===== src/rtl/alu_sequencer.sv =====
// Instruction sequencer for the matrix ALU: fetches program words from address 0, decodes them,
// issues each one to the ALU and retires it on done, with a watchdog that aborts a hung ALU.
module alu_sequencer #(
  parameter int unsigned PROG_LEN = 16,
  parameter int unsigned TIMEOUT  = 32
) (
  input  logic        clk,
  input  logic        rst,
  input  logic        start,
  output logic        i_en,
  output logic [3:0]  i_address,
  input  logic [18:0] instr,
  output logic        alu_en,
  output logic        alu_stop,
  input  logic        alu_done,
  output logic [2:0]  op,
  output logic [3:0]  s1,
  output logic [3:0]  dest,
  output logic [7:0]  s2,
  output logic        busy,
  output logic        halted,
  output logic        error,
  output logic [7:0]  retired
);

  typedef enum logic [2:0] {
    StIdle,
    StFetch,
    StWaitInstr,
    StDecode,
    StIssue,
    StWaitDone,
    StHalt
  } state_e;

  localparam logic [3:0] LastPc = 4'(PROG_LEN - 1);
  // wd_q counts completed WAIT_DONE cycles, so the trip cycle is TIMEOUT cycles after ISSUE.
  localparam logic [7:0] WdLast = 8'(TIMEOUT - 1);

  state_e      state_q, state_d;
  logic [3:0]  pc_q, pc_d;
  logic [18:0] instr_q, instr_d;
  logic [2:0]  op_q, op_d;
  logic [3:0]  s1_q, s1_d;
  logic [3:0]  dest_q, dest_d;
  logic [7:0]  s2_q, s2_d;
  logic        error_q, error_d;
  logic [7:0]  retired_q, retired_d;
  logic [7:0]  wd_q, wd_d;

  always_comb begin
    state_d   = state_q;
    pc_d      = pc_q;
    instr_d   = instr_q;
    op_d      = op_q;
    s1_d      = s1_q;
    dest_d    = dest_q;
    s2_d      = s2_q;
    error_d   = error_q;
    retired_d = retired_q;
    wd_d      = wd_q;
    i_en      = 1'b0;
    alu_en    = 1'b0;
    alu_stop  = 1'b0;

    unique case (state_q)
      StIdle, StHalt: begin
        if (start) begin
          pc_d      = 4'd0;
          retired_d = 8'd0;
          error_d   = 1'b0;
          state_d   = StFetch;
        end
      end
      StFetch: begin
        i_en    = 1'b1;
        state_d = StWaitInstr;
      end
      StWaitInstr: begin
        instr_d = instr;
        state_d = StDecode;
      end
      StDecode: begin
        unique case (instr_q[18:16])
          3'b000: state_d = StHalt;
          3'b110, 3'b111: begin
            error_d = 1'b1;
            state_d = StHalt;
          end
          default: begin
            op_d    = instr_q[18:16];
            dest_d  = instr_q[15:12];
            s1_d    = instr_q[11:8];
            s2_d    = instr_q[7:0];
            state_d = StIssue;
          end
        endcase
      end
      StIssue: begin
        alu_en  = 1'b1;
        wd_d    = 8'd0;
        state_d = StWaitDone;
      end
      StWaitDone: begin
        // A done arriving on the trip cycle still retires normally.
        if (alu_done) begin
          retired_d = retired_q + 8'd1;
          if (pc_q == LastPc) begin
            state_d = StHalt;
          end else begin
            pc_d    = pc_q + 4'd1;
            state_d = StFetch;
          end
        end else if (wd_q == WdLast) begin
          alu_stop = 1'b1;
          error_d  = 1'b1;
          state_d  = StHalt;
        end else begin
          wd_d = wd_q + 8'd1;
        end
      end
      default: state_d = StIdle;
    endcase
  end

  always_ff @(posedge clk) begin
    if (rst) begin
      state_q   <= StIdle;
      pc_q      <= 4'd0;
      instr_q   <= 19'd0;
      op_q      <= 3'd0;
      s1_q      <= 4'd0;
      dest_q    <= 4'd0;
      s2_q      <= 8'd0;
      error_q   <= 1'b0;
      retired_q <= 8'd0;
      wd_q      <= 8'd0;
    end else begin
      state_q   <= state_d;
      pc_q      <= pc_d;
      instr_q   <= instr_d;
      op_q      <= op_d;
      s1_q      <= s1_d;
      dest_q    <= dest_d;
      s2_q      <= s2_d;
      error_q   <= error_d;
      retired_q <= retired_d;
      wd_q      <= wd_d;
    end
  end

  assign i_address = pc_q;
  assign op        = op_q;
  assign s1        = s1_q;
  assign dest      = dest_q;
  assign s2        = s2_q;
  assign error     = error_q;
  assign retired   = retired_q;
  assign busy      = (state_q != StIdle) && (state_q != StHalt);
  assign halted    = (state_q == StHalt);

endmodule


===== config.mk =====
export PLATFORM = sky130hd
export DESIGN_NAME = alu_sequencer
export DESIGN_NICKNAME = d
export VERILOG_FILES = /design/src/rtl/alu_sequencer.sv
export SDC_FILE = /design/constraint.sdc
export NUM_CORES = 1
export LEC_CHECK = 0
export BUFFER_PORTS_ARGS = -buffer_cell sky130_fd_sc_hd__buf_2
export CAP_MARGIN = 20
export CORE_MARGIN = 1
export CORE_UTILIZATION = 40
export DETAILED_ROUTE_END_ITERATION = 12
export PLACE_DENSITY = 0.59
export SKIP_LAST_GASP = 1
export SLEW_MARGIN = 20
export SYNTH_ARGS = -nofsm -noshare
export SYNTH_HDL_FRONTEND = slang
export SYNTH_SLANG_ARGS = --single-unit

===== constraint.sdc =====
create_clock -name clk -period 3.2 [get_ports clk]
set_clock_uncertainty 0.05 [all_clocks]
set_input_delay 0.32 -clock clk [delete_from_list [all_inputs] [get_ports clk]]
set_output_delay 0.32 -clock clk [all_outputs]
set_load 0.05 [all_outputs]

==> qor.yml <==
cts:
  cts_root_buf: "clkbuf_8"
  clk_latency_ns: 0.33
  clock_sinks: 62
  cts_tree: "yes"
  cts_buffers: 9
  cts-resized-gates: 0
  ctsHoldBuffers: 0
  cts_max_path_buffers: 2
  htree_levels: 3
  clk_pin_slew_ns: 0.07
  cts_setup_buffers: 0
finish:
  nets: 384
  area_delta_synth_final_pct: 18.4
  final_common_cell: "dfxtp_1"
  diodes: 0
  final_layout_size_suffix_gt1_frac: 0.234
  layout_common_cells: "dfxtp_1, buf_2, nand2_1"
  stdcell_area_um2: 3230
  n_fill_cell: 641
  fin_cells: 440
route:
  wl_per_cell_um: 13.0
  drc: 1
  antenna_left: 0
  via_per_inst: 5.09
  drt_wl_total_um: 5730
  drtPass1Iterations: 10
  drt-initial-drc-count: 87
  dr_total_vias: 2241
worst_setup_path:
  cp_slowest_cell: "or4b_1"
  crit_chain: "ha_1 > or4b_1 > nor2_1 > and2_1 > buf_2"
  path_class: "flop to output pin"
  crit_start: "wd_q[0]"
  start_kind: "flop"
  cp.arrival_ns: 2.06
  max_stage_delay_ns: 0.60
  regToRegSetupSlack_ns: 1.21
  critPathCapture: "alu_stop"
  ff2ff_path_depth: 4
  cpLargestDelayFamily: "simple AND/OR/NAND/NOR gates"
  path_max_fanout: 6
  timing.rr.end: "retired[7]"
  rr_startpoint: "state_q[0]"
  cp.depth: 5
  cp-end-kind: "output pin"
  crit_buf_inv: 1
  cp.required_ns: 2.83
global_route:
  grt_max_degree: 31
  grt.total_usage: 0.172
  antenna_found_initial: 0
  grt_pass1_vias: 2041
  gr-total-overflow: 0
  grt_pass1_wl_um: 9630
sta:
  rsz0062_at_grt: "no"
  worstMarginPinSlew_ns: 0.772
  slew_headroom: 0.485
  tns_ns: 0
  hold_ws_ns: 0.167
  post-route-min-period_ns: 2.43
  hold_viol_final: 0
  slew_violations: 0
  fin_crit_sh: 0.758
  fmax_ghz: 0.412
  setup_viol: 0
status:
  violations: "DRC"
  status: "complete, but fails checks"
min_path:
  min_path_type: "primary input to flop"
yosys:
  syn_nets: 332
  synth-seq-cells: 62
  netlist_area_um2: 2730
  syn-instance-count: 306
  synth_edf_count: 0
  yosysWarnings: 0
  yosysUniqueCellTypes: 52
  avgSynthCellArea_um2: 8.92
  ys.flop_type: "dfxtp_1"
  synth_seq_area_share: 0.455
  async_flop_share: 0
floorplanning:
  die_height_um: 84.6
  rows: 29
  initial_core_util: 0.423
  die_width_um: 84.6
  core_region_area_um2: 6460
  pin_count: 60
  die_area_um2: 7160
placement:
  place.port_buffers: 59
  place_area_um2: 3020
  gp_congestion: 0.747
  dp_hpwl_um: 3880
  dpl.cell_count: 424
pwr:
  ir_drop_uv: 394
  leakage_nw: 1.42
  p_per_area_nw_per_um2: 533
run:
  maxCapViolations: 0
[tightest hold or removal path, cell delays in order]
cell	delay, ns
buf_2	0.09
nand2_1	0.04
a21oi_1	0.05
[stage by stage]
step / setup WS (ns) / power, mW / util
2_1_floorplan: 0.704 / 0.968 / -
3_3_place_gp: 1.19 / 1.00 / 0.467
3_5_place_dp: 1.13 / 1.01 / 0.467
4_1_cts: 0.764 / 1.75 / 0.501
5_1_grt: 0.662 / 1.81 / 0.501
6_report: 0.773 / 1.72 / 0.501
[sequential cells by signal, summed over array words and instances (netlist names)]
| name | count |
|---|---|
| instr_q | 19 |
| retired | 8 |
| s2 | 8 |
| wd_q | 8 |
| dest | 4 |
| i_address | 4 |
| s1 | 4 |
| op | 3 |
| state_q | 3 |
| error | 1 |
[synth_stat cells, types with 2 or more instances]
library cell / count / share of area
nand4b_1: 4 / 0.013
buf_2: 8 / 0.015
xor2_1: 8 / 0.026
o21ai_0: 3 / 0.0055
nand2b_1: 2 / 0.0046
buf_6: 2 / 0.0082
clkbuf_8: 2 / 0.010
mux2i_1: 18 / 0.066
and3_1: 3 / 0.0069
clkbuf_1: 8 / 0.011
xnor2_1: 2 / 0.0064
and4_1: 2 / 0.0064
ha_1: 3 / 0.014
inv_1: 4 / 0.0055
o2111ai_1: 2 / 0.0064
a21oi_1: 30 / 0.055
nor2b_1: 4 / 0.0092
a31oi_1: 3 / 0.0069
and2_1: 3 / 0.0069
and4b_1: 3 / 0.011
a22oi_1: 4 / 0.011
nand4_1: 4 / 0.0092
nand3_1: 6 / 0.011
dfxtp_1: 62 / 0.45
nand2_1: 44 / 0.060
nor3b_1: 5 / 0.014
or4b_1: 2 / 0.0073
or3_1: 4 / 0.0092
nor2_1: 38 / 0.052
[worst min path at each step]
| stage | cells after the start | start | to |
|---|---|---|---|
| after floorplan | 2 | instr_q[0] | instr_q[0] |
| after global placement | 2 | instr_q[1] | instr_q[1] |
| after detailed placement | 2 | instr_q[4] | instr_q[4] |
| after CTS | 3 | instr[9] | instr_q[9] |
| after global routing | 3 | instr[9] | instr_q[9] |
| final | 3 | instr[9] | instr_q[9] |
[power by group]
| part | total (mW) | switching, mW | internal (mW) |
|---|---|---|---|
| Clock | 0.738 | 0.301 | 0.437 |
| Sequential | 0.822 | 0.0295 | 0.793 |
| Combinational | 0.164 | 0.102 | 0.0620 |
| Total | 1.72 | 0.433 | 1.29 |
[layer usage]
| layer | GRT usage | up-vias | wire length (um) |
|---|---|---|---|
| met3 | 0.0501 | 9 | 257 |
| met4 | 0.0786 | 0 | 87 |
| met1 | 0.211 | 1030 | 2800 |
| met5 | 0 | - | 0 |
| met2 | 0.278 | 39 | 2580 |
| li1 | - | 1163 | - |
[logic make-up (layout without fill, tap and decap cells)]
family,Yosys count,count (layout),share of synthesized area
xor+xnor,11,11,0.0380
buf+inv,25,82,0.0513
mux,19,19,0.0715
simple gates,132,132,0.247
compound gates,54,54,0.124
flops,62,62,0.455
fa+ha+maj,3,3,0.0138
[final cells by class]
class	count	area [um^2]	area share
clock inverters	6	86.3	0.0267
repair buffers	62	318	0.0983
inverters	4	15.0	0.00464
well taps	77	96.3	0.0298
multi-input cells	219	1350	0.417
flip-flops and latches	62	1240	0.384
clock buffers	10	128	0.0395
(Power assumes the default switching activity.)
